<file path="config.mk">
export PLATFORM = sky130hd
export DESIGN_NAME = pwm_gen_mc
export DESIGN_NICKNAME = d
export VERILOG_FILES = /design/src/rtl/pwm_pkg.sv /design/src/rtl/pwm_cmp_ch.sv /design/src/rtl/pwm_gen_mc.sv
export SDC_FILE = /design/constraint.sdc
export NUM_CORES = 1
export LEC_CHECK = 0
export BUFFER_PORTS_ARGS = -buffer_cell sky130_fd_sc_hd__buf_2
export CORE_MARGIN = 4
export CORE_UTILIZATION = 45
export DETAILED_ROUTE_END_ITERATION = 12
export GPL_TIMING_DRIVEN = 0
export PLACE_DENSITY = 0.66
export SYNTH_ARGS = -nofsm -noshare
export SYNTH_HDL_FRONTEND = slang
export SYNTH_SLANG_ARGS = --single-unit
</file>
<file path="constraint.sdc">
create_clock -name clk -period 3.1 [get_ports clk]
set_input_delay 0.62 -clock clk [delete_from_list [all_inputs] [get_ports clk]]
set_output_delay 0.62 -clock clk [all_outputs]
set_load 0.02 [all_outputs]
</file>
<file path="src/rtl/pwm_pkg.sv">
// Shared types and encodings for the multi-channel PWM generator.
package pwm_pkg;

    typedef enum logic [1:0] {
        IDLE = 2'd0,
        UP   = 2'd1,
        DOWN = 2'd2
    } pwm_state_e;

    localparam logic MODE_EDGE   = 1'b0;
    localparam logic MODE_CENTER = 1'b1;

endpackage

</file>
<file path="src/rtl/pwm_cmp_ch.sv">
// One PWM channel: compares the shared counter against this channel's duty
// and registers the result.
module pwm_cmp_ch #(
    parameter int CNT_W = 16
) (
    input  logic             clk,
    input  logic             rst_n,
    input  logic             run,
    input  logic [CNT_W-1:0] cnt,
    input  logic [CNT_W-1:0] duty,
    output logic             pwm
);

    logic pwm_reg;

    always_ff @(posedge clk or negedge rst_n) begin
        if (!rst_n) begin
            pwm_reg <= 1'b0;
        end else begin
            pwm_reg <= run && (cnt < duty);
        end
    end

    assign pwm = pwm_reg;

endmodule

</file>
<file path="src/rtl/pwm_gen_mc.sv">
// Multi-channel PWM generator: one shared edge/center-aligned period counter,
// per-channel duty comparators, and double-buffered period/duty/mode config.
module pwm_gen_mc
    import pwm_pkg::*;
#(
    parameter int CNT_W = 16,
    parameter int N_CH  = 4
) (
    input  logic                  clk,
    input  logic                  rst_n,
    input  logic                  en,
    input  logic                  cfg_valid,
    output logic                  cfg_ready,
    input  logic [CNT_W-1:0]      cfg_period,
    input  logic [N_CH*CNT_W-1:0] cfg_duty,
    input  logic                  cfg_center,
    output logic [N_CH-1:0]       pwm_out,
    output logic                  period_start
);

    pwm_state_e             state_reg, state_next;
    logic [CNT_W-1:0]       cnt_reg, cnt_next;
    logic                   boundary;

    logic [CNT_W-1:0]       period_act_reg, period_pend_reg;
    logic [N_CH*CNT_W-1:0]  duty_act_reg, duty_pend_reg;
    logic                   mode_act_reg, mode_pend_reg;
    logic                   pend_flag_reg;

    logic                   accept;
    logic                   apply;
    logic                   run;
    logic                   period_start_next;
    logic                   period_start_reg;

    // State register
    always_ff @(posedge clk or negedge rst_n) begin
        if (!rst_n) begin
            state_reg <= IDLE;
            cnt_reg   <= '0;
        end else begin
            state_reg <= state_next;
            cnt_reg   <= cnt_next;
        end
    end

    // Next-state logic; boundary marks the cycle that loads cnt=0 for a new period
    always_comb begin
        state_next = state_reg;
        cnt_next   = cnt_reg;
        boundary   = 1'b0;
        if (!en) begin
            state_next = IDLE;
            cnt_next   = '0;
        end else begin
            case (state_reg)
                IDLE: begin
                    state_next = UP;
                    cnt_next   = '0;
                    boundary   = 1'b1;
                end
                UP: begin
                    if (cnt_reg >= period_act_reg) begin
                        // P<=1 in center mode has no DOWN leg: period is 0..P only
                        if (mode_act_reg == MODE_CENTER && period_act_reg > CNT_W'(1)) begin
                            state_next = DOWN;
                            cnt_next   = period_act_reg - CNT_W'(1);
                        end else begin
                            state_next = UP;
                            cnt_next   = '0;
                            boundary   = 1'b1;
                        end
                    end else begin
                        cnt_next = cnt_reg + CNT_W'(1);
                    end
                end
                DOWN: begin
                    if (cnt_reg <= CNT_W'(1)) begin
                        state_next = UP;
                        cnt_next   = '0;
                        boundary   = 1'b1;
                    end else begin
                        cnt_next = cnt_reg - CNT_W'(1);
                    end
                end
                default: begin
                    state_next = IDLE;
                    cnt_next   = '0;
                end
            endcase
        end
    end

    // Output decode
    always_comb begin
        run               = en && (state_reg != IDLE);
        period_start_next = en && (state_reg == UP) && (cnt_reg == '0);
    end

    always_ff @(posedge clk or negedge rst_n) begin
        if (!rst_n) begin
            period_start_reg <= 1'b0;
        end else begin
            period_start_reg <= period_start_next;
        end
    end

    assign period_start = period_start_reg;

    // Config shadowing: accept and apply are mutually exclusive via pend_flag_reg
    assign cfg_ready = !pend_flag_reg;
    assign accept    = cfg_valid && cfg_ready;
    assign apply     = pend_flag_reg && (boundary || !en);

    always_ff @(posedge clk or negedge rst_n) begin
        if (!rst_n) begin
            period_pend_reg <= '0;
            duty_pend_reg   <= '0;
            mode_pend_reg   <= MODE_EDGE;
            pend_flag_reg   <= 1'b0;
        end else if (accept) begin
            period_pend_reg <= cfg_period;
            duty_pend_reg   <= cfg_duty;
            mode_pend_reg   <= cfg_center;
            pend_flag_reg   <= 1'b1;
        end else if (apply) begin
            pend_flag_reg   <= 1'b0;
        end
    end

    always_ff @(posedge clk or negedge rst_n) begin
        if (!rst_n) begin
            period_act_reg <= '0;
            duty_act_reg   <= '0;
            mode_act_reg   <= MODE_EDGE;
        end else if (apply) begin
            period_act_reg <= period_pend_reg;
            duty_act_reg   <= duty_pend_reg;
            mode_act_reg   <= mode_pend_reg;
        end
    end

    for (genvar gi = 0; gi < N_CH; gi++) begin : g_ch
        pwm_cmp_ch #(
            .CNT_W(CNT_W)
        ) u_cmp (
            .clk  (clk),
            .rst_n(rst_n),
            .run  (run),
            .cnt  (cnt_reg),
            .duty (duty_act_reg[gi*CNT_W +: CNT_W]),
            .pwm  (pwm_out[gi])
        );
    end

endmodule

</file>
# [After elaboration in Yosys (flattened, before gate mapping)]
# Index checks and enable logic that the tools add are counted.
[word_totals] wordCells=63 out_inout_bits=6 in_bits=85 ff_bits=186
[op_classes] n_reduce_logical=18 n_addsub=3 mux=17 magnitude_cmp=7 eq_ne=4
[ops] op="< comparator 16 bit" count=4
[ops] op="2-to-1 mux 16 bit" count=4
[ops] op="case mux 16 bit (2 select lines)" count=1
[ops] op="subtractor 16 x 1 -> 16 bit, second input constant" count=2
[ops] op="adder 16 x 1 -> 16 bit, second input constant" count=1
[ops] op=">= comparator 16 bit" count=1
[ops] op="> comparator 16 x 1 -> 1 bit, second input constant" count=1
[ops] op="less-or-equal comparator 16 x 1 -> 1 bit, second input constant" count=1
[ops] op="logical NOT 16 bit" count=1
[ops] op="logical AND 1 bit" count=10
[ops] op="2-to-1 mux 2 bit" count=4
[ops] op="2-to-1 mux 1 bit" count=6
[ops] op="inequality test 3 bit, second input constant" count=2
[ops] op="case mux 2 bit (3 select lines)" count=1
[ops] op="nonzero test 2 bit" count=2
[ops] op="case mux 1 bit (3 select lines)" count=1
[ops] op="equality test 2 x 1 -> 1 bit, second input constant" count=1
[ops] op="equality test 2 bit, second input constant" count=1
[ops] op="logical NOT 1 bit" count=2
[ops] op="logical NOT 2 bit" count=1
[ops] op="AND reduction 2 bit" count=1
[ops] op="logical OR 1 bit" count=1

# [Longest topological paths before layout]
# Gate-level depths: netlist of the first run.
[logic_depth] ltp_word=10 depth_mapped=11 depth_no_buf=8

# [Hierarchy]
# Synthesis of the first run repeated with hierarchy kept, for this count alone.
[hier_totals] cells_unflattened=855 hier_area_um2=10263.6
[by_module_without_submodules] mod="pwm_gen_mc" area_per_inst_um2=8647.0 cells_per_inst=643 instances=1
[by_module_without_submodules] mod="pwm_cmp_ch" area_per_inst_um2=404.1 cells_per_inst=53 instances=4

# [Worst setup path after synthesis of the first run]
# No wires, ideal clock.
[synth_timing] kind="register to register" from="reg cnt_reg[7]" to="reg duty_act_reg[0]" stages_incl_launch_ff=10 path_slack_ps=204 required_time_ps=2973 n_path_buf=2 t_arrival_ps=2768 setup_ps=127 path_cell_list="dfrtp_1 > ha_1 > nand2_1 > nor3_1 > a21oi_1 > o31a_1 > clkbuf_1 > o41ai_4 > buf_6 > mux2_1"
[synth_between] elab_chain_cells=6 elab_cells_between_ends=8
[synth_rtl] item="from (decl)" line="pwm_gen_mc.sv:22" text="logic [CNT_W-1:0] cnt_reg, cnt_next;"
[synth_rtl] item="from (signal assigned)" line="pwm_gen_mc.sv:43" text="cnt_reg <= cnt_next;"
[synth_rtl] item="less-or-equal comparator 16 x 1 -> 1 bit or >= comparator 16 bit (tied branches)" line="pwm_gen_mc.sv:78, pwm_gen_mc.sv:63"
[synth_rtl] item="2-to-1 mux 1 bit (on tied branches)" line="pwm_gen_mc.sv:78, pwm_gen_mc.sv:63"
[synth_rtl] item="case mux 1 bit (3 select lines) (*)" line="pwm_gen_mc.sv:56" text="case (state_reg)"
[synth_rtl] item="2-to-1 mux 1 bit (*)" line="pwm_gen_mc.sv:52" text="if (!en) begin"
[synth_rtl] item="logical OR 1 bit (*)" line="pwm_gen_mc.sv:113" text="assign apply = pend_flag_reg && (boundary || !en);"
[synth_rtl] item="logical AND 1 bit (*)" line="pwm_gen_mc.sv:113"
[synth_rtl] item="to (signal assigned)" line="pwm_gen_mc.sv:138" text="duty_act_reg <= duty_pend_reg;"
[synth_rtl] item="to (decl)" line="pwm_gen_mc.sv:26" text="logic [N_CH*CNT_W-1:0] duty_act_reg, duty_pend_reg;"
# Mark *: on every way between the ends. The rest lies on a longest branch, timed or not.
# A chain may end at the register's enable or synchronous reset.

# [Worst setup path in the final report of the first run]
[layout_timing] from="reg cnt_reg[6]" to="reg duty_act_reg[44]"
# The elaborated chain is that of the path after synthesis.

==> impl_summary.md, run 1 <==
Synth
In this run the mean area of a mapped cell was 11.5 sq um. The number of nets handed over by synthesis was 1042. In this run, synthesis produced a sequential element count of ~190.

The Yosys warning count is 0. Yosys mapped the design onto 46 distinct sky130hd cell types. Of the synthesized area, sequential elements account for between 40 and 50%. In this run the cell area of the synthesized design comes to about 0.01 sq mm. The share of synthesized registers carrying an async set or reset is 100%. In the synthesized netlist the dominant register cell turns out to be sky130_fd_sc_hd__dfrtp_1. The number of cells produced by synthesis is 871. The synthesized design contains 0 enable-type register cells.

Power and ir drop
The design draws between 9000 and 10000 uW. The reported leakage power is 0.00557 uW. The worst-case IR drop observed on VDD is between 0.3 and 0.4 mV. Dividing total power by cell area gives a power density of between 800 and 900 mW/mm^2.

Layout
The multi-input gate area in the final layout is between 0.004 and 0.005 sq mm. The share of final-layout standard cells stronger than drive strength 1 is between 20% and 30%. The area taken by flip-flops and latches is 0.00466 sq mm. After filler insertion, the fill cell instance count of the layout stands at 1967. The net count of the finished layout is 1153. The number of diodes is 0. Relative to the synthesized area, the layout overhead comes to 14.3%.

Excluding fillers, the count of instances in the completed layout stands at approximately 1300. The share of the core filled with cells in the final layout is between 50% and 60%.

Timing
Setup violations remaining at the end of the flow were counted as 0. The final hold violation count came to 0. The final critical delay including setup and external delays is 2.98 ns. The worst-case headroom to the max-slew limit is about 28%. The count of final max-slew check failures is 0. The final worst-path cycle share is a little over nine tenths. Across the routed clock network, the largest skew measured is 0.00996 ns.

Setup repair after global routing left no endpoint under its margin. For the pin with the worst max-slew slack, the measured transition is around 1.1 ns. The fmax is about 0.34 GHz.

Hold is met by approximately 0.15 ns.

Hold path
The kind of path behind the tightest hold check is primary input to async pin.

Worst setup path
The worst path required time is 3.41 ns. On the worst path, the slowest cell contributes a delay of 0.58 ns. The standard cell with the maximum stage delay on the critical path is sky130_fd_sc_hd__dfrtp_1.

The highest fanout seen on the critical path is 10. The critical setup path kind is flip-flop to flip-flop. The signal arrival time at the worst endpoint is approximately 3.3 ns. STA classifies the critical path endpoint as a flip-flop. The type of origin of the critical path is a flip-flop.

The critical path goes through ha_1 -> nand2_1 -> nor3_1 -> a21oi_1 -> o31a_2 -> o41ai_4 -> buf_12 -> buf_6 -> mux2_1.

Floorplan
The floorplan has between 50 and 60 rows. The total die area is roughly 0.025 sq mm. The core footprint is 0.0218 sq mm.

Measured along the y axis, the die boundary spans about 160 um. The die width is ~160 um. The effective utilization at floorplan is approximately 46%. The number of top-level pins is a little over 90.

Clock network
The clock-pin transition on the worst setup and hold timing paths is approximately 0.07 ns. The tree is rooted in a sky130_fd_sc_hd__clkbuf_16. Counting every sink on the clock net gives between 150 and 200. The H-tree generated during clock tree synthesis spans 4 levels.

The clock tree from TritonCTS is yes. Clock latency on the worst-skew pair, taken at its later pin, is around 0.43 ns. Counting the buffers created by CTS gives 17. The maximum count of clock buffers along a single path is 2.

Placement
The number of placed instances, taps included is ~1200. The count of input and output buffers is 89. The routability-driven placement congestion ratio is 0.870. The detailed placer's ending HPWL is about 16 mm.

Run
The number of max-capacitance violations reported is 0.

Global route
The first global-routing pass estimated 35.3 mm of wire. The initial antenna violation count is 0. In the global route stage, overall resource usage came out at a little under a fifth. The number of global-route vias before repair is 6807. Summed over all layers, the global routing overflow is 0. The pin count of the biggest net entering global routing is 112.

Routing
The average routed wire per standard cell is ~17 um. The routed layout has slightly below 7000 vias. After detailed routing, the total wire length is between 20 and 25 mm.

The via count normalized by instance count is 5.36. The pre-antenna-repair detailed-routing pass consisted of 5 iterations. For this run, design rule violations remaining after detail routing come to 0. After the first detailed-routing iteration, the DRC count stood at about 400. The number of antenna-violating nets in the routed design is 0.

Status
The run finished with clean final reports.
-- path summary, 6_finish.rpt --
kind | startpoint | to | slack (ns) | depth (start not counted)
worst max-delay path | cnt_reg[6] | duty_act_reg[44] | 0.12 | 9
worst min-delay path | rst_n | period_pend_reg[10] | 0.15 | 1
worst max register to register | cnt_reg[6] | duty_act_reg[44] | 0.12 | 9
worst min register to register | duty_act_reg[54] | duty_act_reg[54] | 0.48 | 1
max in group asynchronous | rst_n | duty_pend_reg[23] | 2.03 | 2
min in group clk | cfg_period[7] | period_pend_reg[7] | 0.42 | 2
-- logic make-up (layout without fill, tap and decap cells) --
| group | Yosys count | in the layout | synth area share (%) |
|---|---|---|---|
| AOI/OAI and AO/OA | 100 | 100 | 6.34 |
| xor gates and xnor gates | 38 | 38 | 3.33 |
| adders and majority gates | 86 | 86 | 10.8 |
| buffers and inverters | 126 | 249 | 5.49 |
| DFF | 186 | 186 | 46.5 |
| muxes | 172 | 172 | 19.2 |
| and+or+nand+nor | 163 | 163 | 8.36 |
-- final cells by class --
class / count / area share (%)
plain buffers: 35 / 1.83
clock inverters: 11 / 0.776
inverters: 90 / 2.95
well taps: 280 / 3.06
multi-input cells: 559 / 42.2
clock buffers: 20 / 3.90
flip-flops and latches: 186 / 40.7
repair buffers: 93 / 4.53
-- routing by layer --
metal	part of all wire [%]	vias up	GRT usage (%)
met5	0	-	0
met1	47	3371	24.9
met4	1.7	0	5.69
li1	-	3286	-
met2	47	142	29.7
met3	4.3	31	3.82
-- report_power, final --
group | switching [uW] | internal (uW) | leakage (uW)
sequential | 656 | 3520 | 0.00221
clock | 965 | 1060 | 0.000260
combinational | 1650 | 1750 | 0.00310
-- timing repair --
action,4_1_cts,5_1_grt
pin swaps,1,0
gates resized for setup,6,5
hold buffers,0,0
endpoints found under the setup margin,91,88
setup buffers,1,2
-- cell usage in the layout (no fill, tap or decap), types with 3 or more instances in the layout --
cell type,n
sky130_fd_sc_hd__xnor2_1,25
sky130_fd_sc_hd__a31oi_1,3
sky130_fd_sc_hd__nor4_1,9
sky130_fd_sc_hd__o21ai_0,19
sky130_fd_sc_hd__o22ai_1,9
sky130_fd_sc_hd__nand2b_1,5
sky130_fd_sc_hd__nand2_1,26
sky130_fd_sc_hd__buf_4,6
sky130_fd_sc_hd__inv_6,4
sky130_fd_sc_hd__dfrtp_2,5
sky130_fd_sc_hd__a21oi_1,34
sky130_fd_sc_hd__dfrtp_1,181
sky130_fd_sc_hd__clkbuf_1,22
sky130_fd_sc_hd__mux2i_1,10
sky130_fd_sc_hd__nor2b_1,6
sky130_fd_sc_hd__nor3_1,11
sky130_fd_sc_hd__clkbuf_16,17
sky130_fd_sc_hd__a32oi_1,3
sky130_fd_sc_hd__and3_1,3
sky130_fd_sc_hd__xor2_1,13
sky130_fd_sc_hd__ha_1,86
sky130_fd_sc_hd__buf_2,89
sky130_fd_sc_hd__or3_1,9
sky130_fd_sc_hd__nor2_1,39
sky130_fd_sc_hd__a21o_1,13
sky130_fd_sc_hd__nand3_1,25
sky130_fd_sc_hd__or4_1,3
sky130_fd_sc_hd__inv_1,90
sky130_fd_sc_hd__nand4_1,20
sky130_fd_sc_hd__mux2_1,80
sky130_fd_sc_hd__buf_6,8
sky130_fd_sc_hd__a211oi_1,5
sky130_fd_sc_hd__mux2_2,82
-- Yosys cell counts, types with 3 or more instances --
| cell | n | area, sq um |
|---|---|---|
| sky130_fd_sc_hd__nand4_1 | 20 | 125 |
| sky130_fd_sc_hd__buf_4 | 4 | 30.0 |
| sky130_fd_sc_hd__mux2_2 | 82 | 923 |
| sky130_fd_sc_hd__o21ai_0 | 19 | 95.1 |
| sky130_fd_sc_hd__a211oi_1 | 5 | 37.5 |
| sky130_fd_sc_hd__nand2b_1 | 5 | 31.3 |
| sky130_fd_sc_hd__or3_1 | 9 | 56.3 |
| sky130_fd_sc_hd__mux2_1 | 80 | 901 |
| sky130_fd_sc_hd__inv_1 | 90 | 338 |
| sky130_fd_sc_hd__xnor2_1 | 25 | 219 |
| sky130_fd_sc_hd__ha_1 | 86 | 1080 |
| sky130_fd_sc_hd__nand2_1 | 26 | 97.6 |
| sky130_fd_sc_hd__nor3_1 | 12 | 60.1 |
| sky130_fd_sc_hd__buf_6 | 8 | 90.1 |
| sky130_fd_sc_hd__nor4_1 | 11 | 68.8 |
| sky130_fd_sc_hd__nand3_1 | 25 | 125 |
| sky130_fd_sc_hd__a32oi_1 | 3 | 26.3 |
| sky130_fd_sc_hd__clkbuf_1 | 21 | 78.8 |
| sky130_fd_sc_hd__dfrtp_1 | 186 | 4650 |
| sky130_fd_sc_hd__nor2b_1 | 6 | 37.5 |
| sky130_fd_sc_hd__mux2i_1 | 10 | 100 |
| sky130_fd_sc_hd__xor2_1 | 13 | 114 |
| sky130_fd_sc_hd__a21o_1 | 13 | 97.6 |
| sky130_fd_sc_hd__a21oi_1 | 34 | 170 |
| sky130_fd_sc_hd__and3_1 | 3 | 18.8 |
| sky130_fd_sc_hd__o22ai_1 | 9 | 56.3 |
| sky130_fd_sc_hd__or4_1 | 3 | 22.5 |
| sky130_fd_sc_hd__a31oi_1 | 3 | 18.8 |
| sky130_fd_sc_hd__nor2_1 | 39 | 146 |
-- critical path: cells and delay by family (launching register included) --
kind | cells | cell delay [ns]
and+or+nand+nor | 2 | 0.27
DFF | 1 | 0.58
AOI/OAI and AO/OA | 3 | 0.88
buffers and inverters | 2 | 0.39
muxes | 1 | 0.33
adders and majority gates | 1 | 0.38
-- through the flow --
stage               area [sq um]  setup WS (ns)  TNS (ns)
finish                     11400          0.119         0
global route               11400         0.0356         0
CTS                        11400         0.0469         0
detailed placement         10800         -0.818    -65.71
global placement           10800          -1.64   -362.93
floorplan                  10000          0.204         0
Power figures use the tool's default switching activity.
==> run 2, diff against run 1 <==
--- a/config.mk
+++ b/config.mk
@@ -10,7 +10,8 @@
 export CORE_UTILIZATION = 45
 export DETAILED_ROUTE_END_ITERATION = 12
 export GPL_TIMING_DRIVEN = 0
-export PLACE_DENSITY = 0.66
+export PLACE_DENSITY = 0.65
 export SYNTH_ARGS = -nofsm -noshare
 export SYNTH_HDL_FRONTEND = slang
+export SYNTH_HIERARCHICAL = 1
 export SYNTH_SLANG_ARGS = --single-unit
==> run 2 against run 1 <==
Synthesized cell count decreased by 1.8%. Sequential share of layout area down 1.7 points. First-iteration DRC count shrank 2.5%. Combinational power up 25%. Sequential cell count unchanged. Clock skew grew 0.00083 ns. Via count rose by 0.34%. Critical endpoint is now duty_act_reg[0].
==> impl_summary.md, run 2 <==
Global route
The met1 demand-to-capacity share in global routing came to 24.3% (-0.64 points). The pin count of the biggest net entering global routing was 109 (-2.7%). The number of global-route vias before repair was 6986 (+2.6%). The global-route track usage on met2 is 29.6% (-0.13 points). The met3 demand-to-capacity share in global routing is 3.93% (+0.11 points). The global-route total usage across every layer is 18.1% (-0.20 points).

The initial antenna violation count is 0 (unchanged). The global-route wire length before repair is 36.9 mm (+4.5%). The aggregate global routing overflow is 0 (unchanged).

met2 is the most crowded layer.

Clock network
The H-tree level count is 4 (unchanged). The clock-pin transition on the worst setup and hold timing paths is 0.08 ns (about the same). The clock tree from TritonCTS is yes. The clock latency on the worst-skew pair was 0.44 ns (about the same). The total clock buffers created by CTS came to 17 (unchanged).

The quantity of hold-fixing buffers added after cts came to 0 (unchanged). The maximum count of clock buffers along a single path is 2 (unchanged). The root buffer cell chosen for the clock tree is sky130_fd_sc_hd__clkbuf_16. The number of clock sinks seen by CTS is 186 (unchanged).

Timing
The total of endpoints with negative setup slack in the final report is 0 (unchanged). The final critical delay including setup and external delays came to 3.05 ns (+0.0722 ns). The count of final max-slew check failures was 0 (unchanged). The final worst-path cycle share is 98.5% (+2.3 points). The final worst slack is 0.0467 ns (-0.0722 ns). The summed negative setup slack over all endpoints is 0 ns (unchanged). Setup repair after global routing could not meet its margin everywhere. The worst-case headroom to the max-slew limit is 29.7% (+1.7 points). The pin slew with the least headroom to its limit came to 1.05 ns (-0.0163 ns). The final hold violation count is 0 (unchanged). The fmax is 0.328 GHz (-2.4%). The clock tree skew after final layout is 0.0108 ns (+0.000830 ns).

Worst setup path
The startpoint identified for the worst register-to-register timing path is cnt_reg[6]. STA classifies the critical path endpoint as a flip-flop. The largest stage delay on the critical path came to 0.57 ns (about the same). The type of origin of the critical path is a flip-flop. The signal arrival time at the worst endpoint came to 3.37 ns (+0.08 ns).

The signal on the critical path passes through buf_2 -> or4_4 -> or3_4 -> or3_4 -> a221oi_2 -> a31oi_4 -> buf_12 -> buf_6 -> mux2_4. The cell type with the highest occurrence count on the critical path is sky130_fd_sc_hd__or3_4. The worst path required time came to 3.41 ns (about the same).

The number of cells on the worst reg-to-reg path is 9 (unchanged). The highest fanout seen on the critical path was 10 (unchanged). The standard cell with the maximum stage delay on the critical path is sky130_fd_sc_hd__or4_4. The critical setup path kind is flip-flop to flip-flop.

The end of the worst register-to-register path is duty_act_reg[0]. The reg2reg setup slack was 0.05 ns (-0.07 ns).

Synth
The most used flip-flop cell after synthesis is sky130_fd_sc_hd__dfrtp_1. The number of nets produced by synthesis is 1026 (-1.5%). The Yosys warning count is 6 (+6).

By count the netlist is led by 186 x sky130_fd_sc_hd__dfrtp_1, 86 x sky130_fd_sc_hd__ha_1, 84 x sky130_fd_sc_hd__mux2_2. The distinct cell type count of the synthesized netlist was 48 (+4.3%). The number of synthesized flops with an enable pin is 0 (unchanged). The synthesized cell area was 0.0103 sq mm (+2.6%).

The number of storage elements in the synthesis netlist is 186 (unchanged). The fraction of synthesized cell area taken by the top area cell type is 45.3% (-1.2 points). The most frequent cell after synthesis is sky130_fd_sc_hd__dfrtp_1. The share of synthesized registers carrying an async set or reset is 100% (unchanged).

The number of cells produced by synthesis was 855 (-1.8%). The sequential element share of the synthesized area was 45.3% (-1.2 points). By area the synthesized netlist is led by sky130_fd_sc_hd__dfrtp_1 45%, sky130_fd_sc_hd__mux2_4 12%, sky130_fd_sc_hd__ha_1 10%. The per-instance average area after synthesis is 12.0 sq um (+4.5%). Of all cell types, the one taking the most synthesized area is sky130_fd_sc_hd__dfrtp_1.

Routing
The wire length reported by the detailed router is 22.6 mm (+4.5%). The via count normalized by instance count was 5.36 (about the same). The length of the first detailed-routing pass in iterations is 5 (unchanged). The number of DRC markers in iteration 0 is 393 (-2.5%). The number of design rule violations left after detail routing is 0 (unchanged). The total number of vias is 6853 (+0.34%). The average routed wire per standard cell was 17.7 um (+4.2%). The number of antenna-violating nets in the routed design is 0 (unchanged).

Placement
The detailed placer's ending HPWL is 16.2 mm (+3.2%). The standard cell area after detailed placement is 0.0111 sq mm (+2.4%). The routability-driven placement congestion ratio came to 0.865 (-0.62%). The setup slack after placement is -0.546 ns (+0.272 ns). The count of input and output buffers came to 90 (+1.1%).

Layout
The area growth from synthesis to layout is 16.6%. Leaving out fill and tap cells, the most frequent cells in the layout are 172 x sky130_fd_sc_hd__dfrtp_1, 90 x sky130_fd_sc_hd__buf_2, 86 x sky130_fd_sc_hd__ha_1. The most common library cell in the layout ignoring fill and taps is sky130_fd_sc_hd__dfrtp_1.

The final design area excluding fillers is 0.0120 sq mm (+4.6%). The final-layout fill cell count came to 1944 (-1.2%). The share of final-layout standard cells stronger than drive strength 1 is 34.6% (+11 points). The final net count is 1156 (+0.26%). The number of diodes is 0 (unchanged). The share of the core filled with cells in the final layout came to 54.0% (+1.6 points).

Floorplan
The total die area is 0.0253 sq mm (+2.4%). The effective utilization at floorplan is 46.3% (+0.45 points). The chip height was 159 um (+1.2%). The core footprint was 0.0222 sq mm (+1.5%). The placement row count is 54 (unchanged). The number of top-level pins is 91 (unchanged). The die width was 159 um (+1.2%).

Power and ir drop
The highest ir drop seen on vdd is 0.452 mV (+18%). The areal power density over the cells was 900 mW/mm^2 (+7.4%). The reported leakage power is 0.00585 uW (+5.0%).

Run
The number of max-capacitance violations reported came to 0 (unchanged).

Hold path
The kind of path behind the tightest hold check is primary input to async pin.

Status
The run finished with clean final reports.
-- run 2: worst max path at each step --
stage	startpoint	end	depth (start not counted)	slack [ns]
floorplan	cnt_reg[1]	duty_act_reg[0]	9	0.08
global placement	rst_n	duty_pend_reg[37]	1	-1.69
detailed placement	cnt_reg[0]	period_act_reg[8]	10	-0.55
CTS	period_act_reg[1]	duty_act_reg[0]	10	0.007
global route	period_act_reg[1]	duty_act_reg[0]	10	-0.02
finish	cnt_reg[6]	duty_act_reg[0]	9	0.05
-- run 2: cell type report --
class / count / area, sq um / share of cell area [%]
multi-input combinational: 557 / 5160 / 43.2
sequential: 186 / 4670 / 39.1
timing repair buffer: 114 / 673 / 5.63
clock buffer: 17 / 425 / 3.55
tap: 280 / 350 / 2.93
inverter: 83 / 312 / 2.60
clock inverter: 15 / 205 / 1.71
buffer: 26 / 161 / 1.35
-- run 2: worst max-delay path, delay by kind of cell, from the launching register on --
kind | cells | cell delay (ns)
AO/OA/AOI/OAI | 2 | 0.37
buffers and inverters | 3 | 0.50
flip-flops | 1 | 0.40
multiplexers | 1 | 0.30
AND/OR/NAND/NOR | 3 | 1.34
-- run 2: routing by layer --
| layer | part of all wire (%) | vias to the layer above | wire, um |
|---|---|---|---|
| met4 | 2.0 | 0 | 462 |
| li1 | - | 3309 | - |
| met2 | 47 | 155 | 10600 |
| met1 | 47 | 3360 | 10600 |
| met5 | 0 | - | 0 |
| met3 | 4.2 | 29 | 947 |
-- run 2: through the flow --
| stage | cells | total power [uW] | hold slack, ns |
|---|---|---|---|
| CTS | 1259 | 10800 | 0.159 |
| detailed placement | 1226 | 8430 | 0.489 |
| floorplan | 855 | 7410 | 0.324 |
| finish | 1278 | 10800 | 0.123 |
| global route | 1278 | 11500 | 0.176 |
| global placement | 1225 | 8280 | 0.486 |
-- run 2: logic make-up after synthesis --
family / after synthesis / share of synthesized area (%)
adder cells (fa/ha/maj): 86 / 10.5
multiplexers: 164 / 20.9
AND/OR/NAND/NOR: 152 / 8.16
AO/OA/AOI/OAI: 117 / 7.16
XOR/XNOR: 38 / 3.24
flip-flops: 186 / 45.3
buffers and inverters: 112 / 4.69
-- run 2: what timing repair did --
item | CTS | global route
gates resized for setup | 13 | 14
setup buffers | 4 | 19
pin swaps | 2 | 2
endpoints found under the setup margin | 95 | 90
-- run 2: power breakdown --
part / switching [uW] / leakage [uW] / internal, uW / total (uW)
logic: 1820 / 0.00335 / 2450 / 4260
clock network: 1070 / 0.000304 / 1240 / 2310
registers: 703 / 0.00220 / 3500 / 4200
total: 3590 / 0.00585 / 7190 / 10800
